[src/rtl/seg7_seconds_monitor.sv]
// Seven-segment seconds display monitor: resamples the segment lines,
// decodes the digit, checks the 0..9 count and measures tick period.
module seg7_seconds_monitor #(
  parameter int STABLE_CYCLES = 4,
  parameter int CNT_W         = 24
) (
  input  logic             clk,
  input  logic             reset,
  input  logic [6:0]       seg_in,
  output logic [3:0]       digit,
  output logic             digit_valid,
  output logic [CNT_W-1:0] period,
  output logic             period_valid,
  output logic             seq_error,
  output logic             pattern_err,
  output logic             locked
);

  localparam int SC_W =
    (STABLE_CYCLES > 1) ? $clog2(STABLE_CYCLES) : 1;
  localparam logic [SC_W-1:0] SC_MAX =
    SC_W'(STABLE_CYCLES - 1);

  typedef enum logic [1:0] {
    IDLE,
    FIRST,
    LOCKED
  } state_t;

  logic [6:0]       s1;
  logic [6:0]       s2;
  logic [6:0]       cand;
  logic [6:0]       acc_pat;
  logic [SC_W-1:0]  stable_cnt;
  logic [CNT_W-1:0] tick;
  logic             accept;

  state_t           state;
  state_t           state_nxt;
  logic [3:0]       digit_nxt;
  logic [CNT_W-1:0] period_nxt;
  logic             dv_nxt;
  logic             pv_nxt;
  logic             se_nxt;
  logic             pe_nxt;

  logic [3:0]       dec_val;
  logic             dec_ok;
  logic             dec_blank;
  logic [3:0]       succ;

  // A pattern is taken once it has been held long enough and differs
  // from the one already taken.
  assign accept = (s2 == cand) &&
                  (stable_cnt == SC_MAX) &&
                  (cand != acc_pat);

  always_ff @(posedge clk) begin
    if (reset) begin
      s1         <= 7'h00;
      s2         <= 7'h00;
      cand       <= 7'h00;
      acc_pat    <= 7'h00;
      stable_cnt <= '0;
    end else begin
      s1 <= seg_in;
      s2 <= s1;
      if (s2 != cand) begin
        cand       <= s2;
        stable_cnt <= '0;
      end else begin
        if (stable_cnt != SC_MAX)
          stable_cnt <= stable_cnt + SC_W'(1);
        if (accept)
          acc_pat <= cand;
      end
    end
  end

  always_ff @(posedge clk) begin
    if (reset)
      tick <= '0;
    else if (accept)
      tick <= CNT_W'(1);
    else if (tick != '1)
      tick <= tick + CNT_W'(1);
  end

  always_comb begin
    dec_val   = 4'd0;
    dec_ok    = 1'b1;
    dec_blank = 1'b0;
    case (cand)
      7'h3F: dec_val = 4'd0;
      7'h06: dec_val = 4'd1;
      7'h5B: dec_val = 4'd2;
      7'h4F: dec_val = 4'd3;
      7'h66: dec_val = 4'd4;
      7'h6D: dec_val = 4'd5;
      7'h7D: dec_val = 4'd6;
      7'h07: dec_val = 4'd7;
      7'h7F: dec_val = 4'd8;
      7'h6F: dec_val = 4'd9;
      7'h00: begin
        dec_ok    = 1'b0;
        dec_blank = 1'b1;
      end
      default: dec_ok = 1'b0;
    endcase
  end

  assign succ = (digit == 4'd9) ? 4'd0 : digit + 4'd1;

  always_comb begin
    state_nxt  = state;
    digit_nxt  = digit;
    period_nxt = period;
    dv_nxt     = 1'b0;
    pv_nxt     = 1'b0;
    se_nxt     = 1'b0;
    pe_nxt     = 1'b0;
    if (accept) begin
      if (dec_blank) begin
        state_nxt = IDLE;
      end else if (!dec_ok) begin
        pe_nxt    = 1'b1;
        state_nxt = IDLE;
      end else begin
        digit_nxt = dec_val;
        case (state)
          IDLE: state_nxt = FIRST;
          FIRST: begin
            if (dec_val == succ) begin
              dv_nxt    = 1'b1;
              state_nxt = LOCKED;
            end else begin
              se_nxt    = 1'b1;
              state_nxt = FIRST;
            end
          end
          LOCKED: begin
            if (dec_val == succ) begin
              dv_nxt     = 1'b1;
              pv_nxt     = 1'b1;
              period_nxt = tick;
              state_nxt  = LOCKED;
            end else begin
              se_nxt    = 1'b1;
              state_nxt = FIRST;
            end
          end
          default: state_nxt = IDLE;
        endcase
      end
    end
  end

  always_ff @(posedge clk) begin
    if (reset) begin
      state        <= IDLE;
      digit        <= 4'd0;
      period       <= '0;
      digit_valid  <= 1'b0;
      period_valid <= 1'b0;
      seq_error    <= 1'b0;
      pattern_err  <= 1'b0;
    end else begin
      state        <= state_nxt;
      digit        <= digit_nxt;
      period       <= period_nxt;
      digit_valid  <= dv_nxt;
      period_valid <= pv_nxt;
      seq_error    <= se_nxt;
      pattern_err  <= pe_nxt;
    end
  end

  assign locked = (state == LOCKED);

endmodule

[config.mk]
export PLATFORM = sky130hd
export DESIGN_NAME = seg7_seconds_monitor
export DESIGN_NICKNAME = d
export VERILOG_FILES = /design/src/rtl/seg7_seconds_monitor.sv
export SDC_FILE = /design/constraint.sdc
export NUM_CORES = 1
export LEC_CHECK = 0
export BUFFER_PORTS_ARGS = -buffer_cell sky130_fd_sc_hd__buf_2
export CELL_PAD_IN_SITES_DETAIL_PLACEMENT = 1
export CELL_PAD_IN_SITES_GLOBAL_PLACEMENT = 1
export CORE_ASPECT_RATIO = 1.2
export CORE_UTILIZATION = 44
export CTS_CLUSTER_DIAMETER = 120
export CTS_CLUSTER_SIZE = 8
export DETAILED_ROUTE_END_ITERATION = 12
export GPL_ROUTABILITY_DRIVEN = 1
export PLACE_DENSITY = 0.87
export SLEW_MARGIN = 10
export SYNTH_ARGS = -nofsm -noshare
export SYNTH_HDL_FRONTEND = slang
export SYNTH_SLANG_ARGS = --single-unit
[constraint.sdc]
create_clock -name clk -period 2.4 [get_ports clk]
set_input_delay 0.36 -clock clk [delete_from_list [all_inputs] [get_ports clk]]
set_output_delay 0.36 -clock clk [all_outputs]
set_load 0.01 [all_outputs]
**After elaboration in Yosys (flattened, before gate mapping)**

Index checks and enable logic that the tools add are counted.

- Logic and storage cells: 71
- Register bits after elaboration: 88
- Output and inout port bits: 33

- Eq/ne operators: 20
- Mux-type cells: 13
- Reductions and logical operators: 15
- Bitwise operators: 6
- Add/subtract/negate cells: 3

Operators with widths:

| cell | count |
|---|---|
| $eq 7x7->1 const B | 7 |
| $pmux 4 s9 | 1 |
| $add 24x1->24 const B | 1 |
| $ne 24x24->1 const B | 1 |
| $eq 7x3->1 const B | 2 |
| $ne 7x7->1 | 2 |
| $reduce_or 10->1 | 1 |
| $reduce_or 5->1 | 2 |
| $eq 7x6->1 const B | 1 |
| $eq 7x7->1 | 1 |
| $logic_not 7->1 | 1 |
| $mux 1 | 7 |
| $mux 2 | 3 |
| $not 1->1 | 6 |
| $reduce_or 2->1 | 3 |
| $reduce_and 5->1 | 1 |
| $add 4x1->4 const B | 1 |
| $eq 2x2->1 const B | 2 |
| $eq 4x4->1 | 1 |
| $eq 4x4->1 const B | 1 |
| $mux 4 | 1 |
| $pmux 2 s2 | 1 |
| $reduce_and 3->1 | 1 |
| $reduce_or 3->1 | 1 |
| other kinds (7) | 8 |

**Logic depth before layout (Yosys ltp)**

- Depth in word-level cells: 7
- Depth in mapped cells: 9
- Mapped depth without buffers: 8

**Least setup slack after synthesis**

No wires, ideal clock.

- Kind: register to register
- Start: register cand[6]
- End: register period[15]
- Required time: 2268 ps
- Clock period less this slack: 2236 ps
- Path slack: 164 ps
- Cell stages (with the launch flop): 10
- Arrival time: 2103 ps
- Path through: dfxtp_1 buf_6 or4b_4 nor3_4 or2b_2 xnor2_1 a211o_2 buf_6 o21ai_1 a21oi_1

- Longest elaborated chain between the ends: 4

Ends and longest elaborated chain:

| what | line | text |
|---|---|---|
| start: declaration | 32 | `logic [6:0] cand;` |
| start signal: assignment | 62 | `cand <= 7'h00;` |
| start signal: assignment | 69 | `cand <= s2;` |
| $eq 7x7->1, or another cell as far along | 93 | `case (cand)` |
| $pmux 4 s9, or another cell as far along | 93 |  |
| $eq 4x4->1, or another cell as far along | 142 | `if (dec_val == succ) begin` |
| $reduce_and 5->1 (no line) * | - |  |
| end signal: assignment | 170 | `period <= period_nxt;` |
| end: declaration | 12 | `output logic [CNT_W-1:0] period,` |

Every way passes the cells marked *; elsewhere a longest branch is shown, timed or not.
A chain may end at the register's enable or synchronous reset.

**Final worst setup path**

- Start: register cand[6]
- End: register period[0]

Same word-level chain as after synthesis.

==> metrics.yaml <==
sta:
  rsz0062_at_grt: "true"
  tightestPinTransition_ns: 0.6213
  max_slew_margin_pct: 58.58
  drv_slew: 0
  layout_min_cycle_time_ns: 2.506
  final.setup.worst_slack_ns: -0.1063
  fmaxAchievable_ghz: 0.3990
  fin_setup_tns_ns: -1.140
  skew_ns: 0.01754
  final_cycle_utilization_of_the_critical_path_pct: 104.4
  timing.final.setup_violations: 28
  fin_worst_hold_slack_ns: 0.2011
  timing.final.hold_violations: 0
logic_synthesis:
  synth.cell_area_um2: 3867
  synth_top_area_share_pct: 45.55
  netlist.top_cell.by_area: "sky130_fd_sc_hd__dfxtp_1"
  synth_seq_area_share_pct: 45.55
  synth_top_flop_cell: "sky130_fd_sc_hd__dfxtp_1"
  synth_instances: 440
  synth-async-reset-ratio_pct: 0
  postSynthNetCount: 454
  yosys-top-cells-area: "sky130_fd_sc_hd__dfxtp_1, sky130_fd_sc_hd__a21oi_1, sky130_fd_sc_hd__nand3_1"
  syn_area_per_cell_um2: 8.790
  yosysWarnings: 0
  yosys.cell_types.count: 51
  synth_edf_count: 0
  synth.ff_latch_count: 88
setup_path:
  timing.critical_path.cells: "or4b_4, nor3_4, nand3b_1, xnor2_2, buf_4, a211oi_4, buf_6, buf_12, nand3_2, a21oi_2"
  cpMaxStageDelayCell: "sky130_fd_sc_hd__or4b_4"
  criticalPathCategory: "reg -> reg"
  cp_data_required_time_ns: 2.70
  timing.reg2reg.worst_path_depth: 10
  startpoint_type: "register"
  crit_path_end_kind: "register"
  timing.critical_path.arrival_ns: 2.81
  crit_fanout: 7
  critical-path-max-stage-delay_ns: 0.55
clocking:
  insertion_delay_ns: 0.38
  clk_pin_slew_worst_paths_ns: 0.11
  cts-buffers-inserted: 9
  clk_path_buf_depth: 2
  cts_tree: "yes"
  cts_max_level: 3
  clock_root_buffer: "sky130_fd_sc_hd__clkbuf_8"
  clkSinkCount: 88
floorplan:
  initial_core_util_pct: 45.16
  core_um2: 8564
  num_rows: 37
  floorplan.die.height_um: 104.7
  floorplan.die_area_um2: 9170
  dieWidth_um: 87.59
  design.portCount: 42
global_route:
  grt_pass1_vias: 3550
  grt_antenna_before_repair: 0
  globalRoute.totalOverflow: 0
  globalRouteTotalUtil_pct: 23.10
  global_route_wire_length_before_repair_mm: 16.57
  grt_start_max_net_pins: 32
outcome:
  status: "complete, but fails checks"
  violations: "setup timing"
drt:
  route.antenna.remaining_nets: 0
  dr.max_layer_used: "met4"
  amount_of_wire_on_met3_after_detailed_routing_um: 329
  route.vias.total: 3528
  drt-pass1-iter-count: 4
  routed_wire_length_per_instance_um: 18.45
  remaining_design_rule_violation_count: 0
  routed_via_density: 5.645
  met2RoutedLength_mm: 6.195
  detailedRoute.firstIterationViolations: 160
  route.final.wire_length_mm: 11.53
  wl_met1_mm: 4.422
run:
  max_cap_viol_count: 0
power:
  share_comb_of_total_power_pct: 4.5
  pwr-share-clk_pct: 38.0
  power.density_nw_per_um2: 540.3
  p_total_w: 0.002604
  switching_power_w: 0.0006786
  power.sequential.fraction_pct: 57.5
  worst_ir_drop_vdd_mv: 0.4196
  p_sw_share_pct: 26.06
  leakagePower_nw: 1.834
  power.internal_w: 0.001925
finish:
  area_growth_syn_to_layout_pct: 24.62
  layout_cell_share_with_drive_strength_beyond_1_pct: 27.56
  non_filler_cells_in_the_finished_layout: 625
  fin_nets: 517
  antenna_cells: 0
hold_path:
  holdCritPathClass: "in -> reg"
  timing.hold.worst_path_depth: 2
placed_design:
  pre_cts_slack_ns: 0.01769
  portBuffers: 41
  place_inst: 601
  detailedPlacementHpwl_mm: 7.088
  routabilityCongestion: 0.8613
routing by layer:
layer	GRT usage [%]	vias up
met1	24.93	1730
met3	3.239	44
met4	12.76	0
met5	0	-
met2	42.13	98
li1	-	1656
timing repair:
action / in CTS / in global routing
gates resized for setup: 1 / 46
endpoints found under the setup margin: 10 / 38
setup buffers: 0 / 5
hold buffers: 0 / 0
gates cloned: 0 / 3
pin swaps: 0 / 31
cells in the final DEF, fill, tap and decap left out, types with 7 or more instances in the layout:
master,n
sky130_fd_sc_hd__a21oi_2,9
sky130_fd_sc_hd__nor3_1,7
sky130_fd_sc_hd__nand3_1,24
sky130_fd_sc_hd__nand4_1,11
sky130_fd_sc_hd__a21oi_1,36
sky130_fd_sc_hd__buf_2,41
sky130_fd_sc_hd__o21ai_0,8
sky130_fd_sc_hd__buf_4,26
sky130_fd_sc_hd__nand2_1,35
sky130_fd_sc_hd__dfxtp_1,84
sky130_fd_sc_hd__xnor2_1,14
sky130_fd_sc_hd__inv_1,8
sky130_fd_sc_hd__nor2b_1,22
sky130_fd_sc_hd__clkbuf_8,9
sky130_fd_sc_hd__nor2_1,29
sky130_fd_sc_hd__nand3_2,15
sky130_fd_sc_hd__o21ai_1,24
sky130_fd_sc_hd__xor2_1,21
power groups by stage:
stage          clock network [W]  logic (W)  registers, W
2_1_floorplan                  0  0.0000770       0.00152
3_3_place_gp                   0   0.000103       0.00153
3_5_place_dp                   0   0.000109       0.00153
4_1_cts                  0.00100   0.000111       0.00150
5_1_grt                  0.00106   0.000126       0.00150
6_report                0.000990   0.000116       0.00150
cell usage after synthesis, types with 2 or more instances:
| cell type | n |
|---|---|
| sky130_fd_sc_hd__nor3_1 | 8 |
| sky130_fd_sc_hd__a211oi_1 | 3 |
| sky130_fd_sc_hd__nor2_1 | 29 |
| sky130_fd_sc_hd__buf_4 | 2 |
| sky130_fd_sc_hd__dfxtp_1 | 88 |
| sky130_fd_sc_hd__buf_6 | 5 |
| sky130_fd_sc_hd__nand2b_1 | 3 |
| sky130_fd_sc_hd__or3_1 | 6 |
| sky130_fd_sc_hd__nor2b_1 | 22 |
| sky130_fd_sc_hd__nand2_1 | 35 |
| sky130_fd_sc_hd__nand4_1 | 11 |
| sky130_fd_sc_hd__ha_1 | 5 |
| sky130_fd_sc_hd__buf_2 | 5 |
| sky130_fd_sc_hd__or4b_2 | 2 |
| sky130_fd_sc_hd__a21oi_1 | 45 |
| sky130_fd_sc_hd__nand3_1 | 40 |
| sky130_fd_sc_hd__xnor2_1 | 16 |
| sky130_fd_sc_hd__and3_1 | 6 |
| sky130_fd_sc_hd__inv_1 | 8 |
| sky130_fd_sc_hd__nand3b_1 | 3 |
| sky130_fd_sc_hd__xor2_1 | 21 |
| sky130_fd_sc_hd__clkbuf_1 | 13 |
| sky130_fd_sc_hd__o21ai_1 | 19 |
| sky130_fd_sc_hd__nor4b_1 | 2 |
| sky130_fd_sc_hd__o21ai_0 | 13 |
| sky130_fd_sc_hd__a21o_1 | 3 |
| sky130_fd_sc_hd__o2111ai_1 | 2 |
| sky130_fd_sc_hd__mux2i_1 | 2 |
cell type report:
type,instances,area (um2)
Inverter,8,30.03
Tap cell,117,146.4
Sequential cell,88,1769
Multi-Input combinational cell,318,2093
Timing Repair Buffer,78,595.6
Clock inverter,7,61.31
Clock buffer,9,123.9
Fill cell,991,3745
cells by family (layout without fill, tap and decap cells):
family,after synthesis,in the layout,synth area share (%)
and+or+nand+nor,180,180,25.24
AOI/OAI and AO/OA,93,93,13.81
DFF,88,88,45.55
xor gates and xnor gates,37,37,8.379
buffers and inverters,34,102,4.626
adders and majority gates,6,6,1.876
muxes,2,2,0.5177
worst max-delay path, delay by kind of cell, from the launching register on:
| kind | cells | cell delay (ns) |
|---|---|---|
| flip-flops | 1 | 0.38 |
| buffers and inverters | 3 | 0.43 |
| AND/OR/NAND/NOR | 4 | 1.08 |
| XOR/XNOR | 1 | 0.09 |
| AO/OA/AOI/OAI | 2 | 0.45 |
metrics by stage:
stage	utilization [%]	cell area [um2]
after detailed placement	50.85	4355
after global placement	50.85	4355
after global routing	56.27	4820
after CTS	53.03	4542
final	56.27	4820
after floorplan	-	3867
registers in the layout, summed over array words and instances (netlist names):
| name | count |
|---|---|
| period | 24 |
| tick | 24 |
| acc_pat | 7 |
| cand | 7 |
| s1 | 7 |
| s2 | 7 |
| digit | 4 |
| stable_cnt | 2 |
| state | 2 |
| digit_valid | 1 |
| pattern_err | 1 |
| period_valid | 1 |
| seq_error | 1 |
worst paths after layout:
check / slack [ns] / from / endpoint
max: -0.11 / cand[6] / period[0]
min: 0.20 / seg_in[3] / s1[3]
max reg2reg: -0.11 / cand[6] / period[0]
min reg2reg: 0.45 / s1[5] / s2[5]
No activity file was read; power rests on OpenSTA's default activity.
